==> config.mk <==
export PLATFORM = sky130hd
export DESIGN_NAME = mux_pipe
export DESIGN_NICKNAME = d
export VERILOG_FILES = /design/src/rtl/mux_pipe_pkg.sv /design/src/rtl/mux_pipe_sel.sv /design/src/rtl/mux_pipe.sv
export SDC_FILE = /design/constraint.sdc
export NUM_CORES = 1
export LEC_CHECK = 0
export CORE_ASPECT_RATIO = 0.75
export CORE_MARGIN = 1.5
export CORE_UTILIZATION = 30
export CTS_BUF_LIST = sky130_fd_sc_hd__clkbuf_16
export DETAILED_ROUTE_END_ITERATION = 12
export GPL_ROUTABILITY_DRIVEN = 0
export PLACE_DENSITY = 0.6
export RECOVER_POWER = 50
export SLEW_MARGIN = 20
export SYNTH_ARGS = -nofsm -noshare
export SYNTH_HDL_FRONTEND = slang
export SYNTH_SLANG_ARGS = --single-unit
==> constraint.sdc <==
create_clock -name clk -period 3.1 [get_ports clk]
set_input_delay 0.62 -clock clk [delete_from_list [all_inputs] [get_ports clk]]
set_output_delay 0.62 -clock clk [all_outputs]
set_load 0.02 [all_outputs]
==> src/rtl/mux_pipe_pkg.sv <==
// Shared definitions for mux_pipe: flag macros, FSM state encodings, MODE constants
// and the select-width helper used by the top and the selection sub-module.
// No ports; imported with "import mux_pipe_pkg::*;".
`ifndef MUX_PIPE_DEFINES
`define MUX_PIPE_DEFINES
`define True_v  1'b1
`define False_v 1'b0
`endif

package mux_pipe_pkg;

    // Buffer occupancy: nothing held, main only, main plus skid.
    typedef enum logic [1:0] {
        EMPTY = 2'd0,
        ONE   = 2'd1,
        TWO   = 2'd2
    } state_e;

    localparam int MODE_BINARY   = 0;  // in_sel picks the input
    localparam int MODE_PRIORITY = 1;  // lowest set bit of in_en picks the input

    // Select width is never allowed to collapse to zero bits.
    function automatic int sel_width(input int n);
        return (n > 2) ? $clog2(n) : 1;
    endfunction

endpackage

==> src/rtl/mux_pipe_sel.sv <==
// Purpose: combinational input selection plus error flag for mux_pipe.
// Latency: 0 cycles (pure combinational).
// Backpressure: none; the caller samples the result only on an accepted beat.
// Ports: in_data (NUM_IN packed lanes), in_sel (MODE_BINARY), in_en (MODE_PRIORITY)
//        -> sel_data, sel_src, sel_err. sel_data/sel_src are zero whenever sel_err=1.
module mux_pipe_sel
    import mux_pipe_pkg::*;
#(
    parameter  int DATA_W = 64,
    parameter  int NUM_IN = 4,
    parameter  int MODE   = MODE_BINARY,
    localparam int SEL_W  = sel_width(NUM_IN)
) (
    input  logic [NUM_IN*DATA_W-1:0] in_data,
    input  logic [SEL_W-1:0]         in_sel,
    input  logic [NUM_IN-1:0]        in_en,
    output logic [DATA_W-1:0]        sel_data,
    output logic [SEL_W-1:0]         sel_src,
    output logic                     sel_err
);

    always_comb begin
        sel_data = '0;
        sel_src  = '0;
        sel_err  = `True_v;
        if (MODE == MODE_PRIORITY) begin
            // Scan from the top down so the lowest enabled index is written last and wins.
            for (int i = NUM_IN - 1; i >= 0; i--) begin
                if (in_en[i] == `True_v) begin
                    sel_err  = `False_v;
                    sel_src  = SEL_W'(i);
                    sel_data = in_data[i*DATA_W +: DATA_W];
                end
            end
        end else begin
            // Matching against each legal index leaves sel_err set for out-of-range selects.
            for (int i = 0; i < NUM_IN; i++) begin
                if (in_sel == SEL_W'(i)) begin
                    sel_err  = `False_v;
                    sel_src  = SEL_W'(i);
                    sel_data = in_data[i*DATA_W +: DATA_W];
                end
            end
        end
    end

endmodule

==> src/rtl/mux_pipe.sv <==
// Purpose: N-to-1 mux with a two-entry (main + skid) output buffer and valid/ready handshakes.
// Latency: 1 cycle from acceptance into an empty buffer to out_valid.
// Backpressure: registered in_ready drops only when both entries are full; full throughput otherwise.
// Ports: clk, rst (async active-low); in_valid/in_ready/in_data/in_sel/in_en upstream;
//        out_valid/out_ready/out_data/out_src/out_err downstream.
module mux_pipe
    import mux_pipe_pkg::*;
#(
    parameter  int DATA_W = 64,
    parameter  int NUM_IN = 4,
    parameter  int MODE   = MODE_BINARY,
    localparam int SEL_W  = sel_width(NUM_IN)
) (
    input  logic                     clk,
    input  logic                     rst,
    input  logic                     in_valid,
    output logic                     in_ready,
    input  logic [NUM_IN*DATA_W-1:0] in_data,
    input  logic [SEL_W-1:0]         in_sel,
    input  logic [NUM_IN-1:0]        in_en,
    output logic                     out_valid,
    input  logic                     out_ready,
    output logic [DATA_W-1:0]        out_data,
    output logic [SEL_W-1:0]         out_src,
    output logic                     out_err
);

    typedef struct packed {
        logic [DATA_W-1:0] data;
        logic [SEL_W-1:0]  src;
        logic              err;
    } beat_t;

    state_e state_q, state_d;
    beat_t  main_q, main_d;
    beat_t  skid_q, skid_d;
    beat_t  new_beat;
    logic   in_ready_q, in_ready_d;
    logic   accept;
    logic   drain;

    // The selection result is captured at acceptance, so later input changes
    // never disturb a buffered beat.
    mux_pipe_sel #(
        .DATA_W (DATA_W),
        .NUM_IN (NUM_IN),
        .MODE   (MODE)
    ) u_sel (
        .in_data  (in_data),
        .in_sel   (in_sel),
        .in_en    (in_en),
        .sel_data (new_beat.data),
        .sel_src  (new_beat.src),
        .sel_err  (new_beat.err)
    );

    assign accept = (in_valid == `True_v) && (in_ready_q == `True_v);
    assign drain  = (state_q != EMPTY) && (out_ready == `True_v);

    always_comb begin
        state_d = state_q;
        main_d  = main_q;
        skid_d  = skid_q;
        case (state_q)
            EMPTY: begin
                if (accept) begin
                    main_d  = new_beat;
                    state_d = ONE;
                end
            end
            ONE: begin
                if (accept && drain) begin
                    main_d = new_beat;
                end else if (accept) begin
                    skid_d  = new_beat;
                    state_d = TWO;
                end else if (drain) begin
                    state_d = EMPTY;
                end
            end
            TWO: begin
                // in_ready is low here, so only a drain can happen.
                if (drain) begin
                    main_d  = skid_q;
                    skid_d  = '0;
                    state_d = ONE;
                end
            end
            default: begin
                state_d = EMPTY;
            end
        endcase
        // Registered ready: low exactly when the skid entry will be occupied.
        in_ready_d = (state_d != TWO);
    end

    always_ff @(posedge clk or negedge rst) begin
        if (!rst) begin
            state_q    <= EMPTY;
            main_q     <= '0;
            skid_q     <= '0;
            in_ready_q <= `False_v;
        end else begin
            state_q    <= state_d;
            main_q     <= main_d;
            skid_q     <= skid_d;
            in_ready_q <= in_ready_d;
        end
    end

    assign in_ready  = in_ready_q;
    assign out_valid = (state_q != EMPTY);
    assign out_data  = main_q.data;
    assign out_src   = main_q.src;
    assign out_err   = main_q.err;

endmodule

; ---- Word level (Yosys, flattened, before mapping)
; Cells that the tools add are included.
; Widths: inputs -> output; s select.
[totals]
wordCells = 53
output_inout_bits = 69
ff_bits = 137
in_bits = 266
latch_bits = 0
mem_bits_rw = 0
mem_count = 0
romBits = 0
[op_classes]
mux = 24
n_shift = 0
n_addsub = 0
n_bitwise = 0
n_eq_ne = 11
div_mod_pow = 0
n_lt_le_gt_ge = 0
mul = 0
n_reduce_logical = 10
[ops]
columns = cell, count
row1 = $mux 67, 5
row2 = $mux 64, 4
row3 = $pmux 67 s3, 1
row4 = $pmux 67 s2, 1
row5 = $mux 2, 7
row6 = $ne 2x2->1 const B, 6
row7 = $reduce_and 4->1, 2
row8 = $eq 2x2->1 const B, 3
row9 = $pmux 2 s3, 1
row10 = $mux 1, 5
row11 = $eq 2x1->1 const B, 2
row12 = $logic_not 2->1, 2
row13 = $reduce_bool 2->1, 2
row14 = $logic_and 1x1->1, 3
row15 = $reduce_bool 3->1, 1

; ---- Logic depth before layout (Yosys ltp)
[depth]
word_depth = 8
mapped_depth = 7

; ---- By module
; Synthesis repeated with hierarchy kept, for this count alone.
[hier_totals]
cells_unflattened = 464
hier_area_um2 = 7492.2
[by_module_without_submodules]
columns = mod, seq_area_each_um2, cells_per_inst, area_per_inst_um2, instances
row1 = mux_pipe, 3428.3, 382, 5921.9, 1
row2 = mux_pipe_sel, 0.0, 82, 1570.3, 1

; ---- Worst setup path before layout
; OpenSTA, ideal clock, no wires.
[synth_path]
kind = in2reg
startpoint = in out_ready
endpoint = reg skid_q[21] in the netlist's numbering
t_arrival_ns = 1.575
setup_time_ns = 0.141
setup_slack_ns = 1.384
path_buffers = 3
stages = 6
cell_sequence = buf_2 -> nand2b_4 -> o21ai_2 -> buf_4 -> clkbuf_1 -> a31oi_1
[synth_via]
elab_chain_len = 4
word_cells_on_any_way = 5
[synth_lines]
columns = element, line
row1 = start: declaration, mux_pipe.sv:22  ; input logic out_ready,
row2 = $logic_and 1x1->1 (*), mux_pipe.sv:58  ; assign drain = (state_q != EMPTY) && (out_ready == `True_v);
row3 = $logic_and 1x1->1, mux_pipe.sv:72  ; if (accept && drain) begin
row4 = $ne 2x2->1 (no source line), -
row5 = $reduce_and 4->1 (no source line) (*), -
row6 = end signal: assignment, mux_pipe.sv:106  ; skid_q <= skid_d;
row7 = end: declaration, mux_pipe.sv:36  ; beat_t skid_q, skid_d;
; Mark *: on every way between the ends. The rest lies on a longest branch, timed or not.
; A chain may end at the register's enable or synchronous reset.

; ---- Worst setup path in the final report
[layout_path]
startpoint = reg state_q[0]
endpoint = reg main_q, in the netlist out_data[28]
[layout_via]
elab_chain_len = 5
word_cells_on_any_way = 12
[layout_lines]
columns = element, line
row1 = start: declaration, mux_pipe.sv:34  ; state_e state_q, state_d;
row2 = start signal: assignment, mux_pipe.sv:104  ; state_q <= state_d;
row3 = $reduce_bool 2->1, mux_pipe.sv:58
row4 = $logic_and 1x1->1, mux_pipe.sv:58
row5 = $logic_and 1x1->1, mux_pipe.sv:72
row6 = $ne 2x2->1 (no source line), -
row7 = $reduce_and 4->1 (no source line), -
row8 = end signal: assignment, mux_pipe.sv:105  ; main_q <= main_d;
row9 = end: declaration, mux_pipe.sv:35  ; beat_t main_q, main_d;
; Parallel ways exist; a longest one is shown, timed or not.

==> impl_metrics.json <==
{
  "path_max_fanout": 51,
  "violations": "capacitance limit, slew limit",
  "tightest_slew_ps": 1801,
  "synth_top_area_share_pct": 40.30,
  "chipHeight_um": 148.8,
  "finalCritPeriodShare_pct": 82.35,
  "htreeDepth": 4,
  "maxCapViolCount": 1,
  "clkTransAtPathRegs_ps": 70,
  "vias_per_cell": 5.399,
  "cts_setup_buffers": 0,
  "startpoint_type": "flip-flop",
  "relSlewSlack_pct": -20.06,
  "clock.fmax_mhz": 391.7,
  "antenna_found_initial": 1,
  "status": "finished with violations",
  "root_buffer": "clkbuf_16",
  "crit_path_end_kind": "flip-flop",
  "total_power_w": 0.009469,
  "grt-ovfl-total": 0,
  "nets": 1392,
  "yosysSeqAreaShare_pct": 40.30,
  "clockBufferDepth": 2,
  "p_per_area_nw_per_um2": 755.6,
  "utilization_pct": 44.89,
  "syn_nets": 1117,
  "port_buffers": 330,
  "synth_common_cells": "dfrtp_1 (137), nand3_1 (128), mux2_2 (101), inv_1 (67), o22ai_1 (65)",
  "route.detailed.drc": 0,
  "irDropWorstVdd_mv": 0.3372,
  "wl_per_cell_um": 19.92,
  "drt_iter0_drc": 495,
  "grt_pass1_vias": 8407,
  "floorplan.die.width_um": 197.4,
  "synth.distinct_cells": 30,
  "synthCells": 851,
  "avgSynthCellArea_um2": 9.996,
  "ant_nets": 0,
  "dominantRegCellSynth": "dfrtp_1",
  "p_leak_nw": 4.920,
  "clock-skew-final_ps": 12.97,
  "firstDrtPassIters": 5,
  "syn2layout_area_growth_pct": 47.32,
  "numCtsBuffers": 17,
  "rsz0062_at_grt": "false",
  "start_util_pct": 30.47,
  "cts_sinks": 137,
  "rows": 53,
  "place_inst": 1492,
  "grt_first_pass_wirelength_um": 47060,
  "setup_violations": 0,
  "yosysMostFrequentCell": "dfrtp_1",
  "synth_edf_count": 0,
  "core_um2": 27920,
  "ys_ff_latch": 137,
  "finalHoldViolations": 0,
  "dp_hpwl_um": 19960,
  "arrival_ps": 2890,
  "required_ps": 3440,
  "grtUsageTotal_pct": 20.42,
  "vias": 8234,
  "die_area_um2": 29390,
  "cts_tree": "done",
  "fin_tns_setup_ps": 0,
  "wl_um": 30380,
  "ctsResizeCount": 0,
  "hold_buffers": 0,
  "fin_cells": 1525,
  "ios": 335,
  "ys_warn_count": 0,
  "hp-class": "reg -> reg",
  "synth_top_area_cell": "dfrtp_1",
  "async_flop_share_pct": 100.0,
  "drv_slew": 67,
  "path_class": "reg -> reg",
  "mappedNetlistArea_um2": 8507,
  "final_layout_size_suffix_gt1_share_pct": 15.28,
  "synthTopCellsByArea": "dfrtp_1 (40%), mux2_2 (13%), nand3_1 (7.5%)",
  "grt_max_degree": 82,
  "period_minus_slack_ps": 2553,
  "insertion_delay_ps": 420
}
## routing by layer
layer	track usage, %	part of all wire (%)	vias to the layer above
li1	-	-	3852
met3	5.720	9.0	24
met4	5.382	0.85	0
met1	27.08	44	3981
met5	0	0	-
met2	32.71	46	377
## report_power, final
| part | internal, W | switching (W) |
|---|---|---|
| Clock | 0.00112 | 0.000883 |
| Sequential | 0.00266 | 0.000517 |
| Combinational | 0.00202 | 0.00227 |
| Total | 0.00580 | 0.00367 |
## worst paths after layout
kind,slack [ps],to,from,cells past startpoint
max,550,out_data[28],state_q[0],4
min,510,out_data[10],out_data[10],2
max reg2reg,550,out_data[28],state_q[0],4
min reg2reg,510,out_data[10],out_data[10],2
max in group asynchronous,830,out_data[58],rst,2
min in group asynchronous,690,out_data[22],rst,1
## layout by cell type, fill, tap and decap left out, types with 2 or more instances in the layout
master / netlist / routed
and3b_2: 0 / 2
a21oi_1: 4 / 4
clkinvlp_4: 0 / 4
nand2_1: 3 / 3
buf_12: 0 / 7
mux2_1: 31 / 31
clkbuf_2: 0 / 3
dlygate4sd3_1: 0 / 6
clkinv_4: 0 / 3
clkbuf_16: 0 / 17
mux2_2: 101 / 101
dfrtp_1: 137 / 137
nor2_1: 3 / 3
a311oi_1: 2 / 2
a211oi_1: 64 / 64
nand3_1: 128 / 128
inv_1: 67 / 66
buf_4: 11 / 20
o22ai_1: 65 / 65
a31oi_1: 64 / 64
clkdlybuf4s50_1: 0 / 321
inv_6: 0 / 4
nand3b_4: 2 / 2
a32oi_1: 64 / 64
## metrics by stage
stage                     hold slack (ps)  setup WS [ps]  instance area [um2]
after floorplan                     324.4           1384                 8507
after global placement              478.1          605.4                11980
after detailed placement            503.5          576.0                11980
after CTS                           226.0          611.8                12550
after global routing                529.8          311.3                12530
final                               509.3          547.2                12530
## worst max-delay path: stages, from the launching register on
cell,delay (ps)
dfrtp_1,580
nand2b_2,1050
buf_4,400
nand3_1,170
a32oi_1,240
## state kept, by name, summed over array words and instances (netlist names)
signal    cells
state_q       2
out_err       1
out_data     64
out_src       2
skid_q       67
in_ready      1
## cells by family after synthesis
logic type,after synthesis,share of synthesized area [%]
flops,137,40.30
buf+inv,170,10.49
mux,133,17.59
compound gates,268,22.61
simple gates,143,9.016
## area by class of cell
cell class	count	area, um2
multi-input cells	544	4207
diodes	1	2.502
well taps	385	481.7
flip-flops and latches	137	3428
clock buffers	17	425.4
inverters	67	251.5
fillers	2696	15390
repair buffers	359	3595
clock inverters	15	141.4
Power figures use the tool's default switching activity.
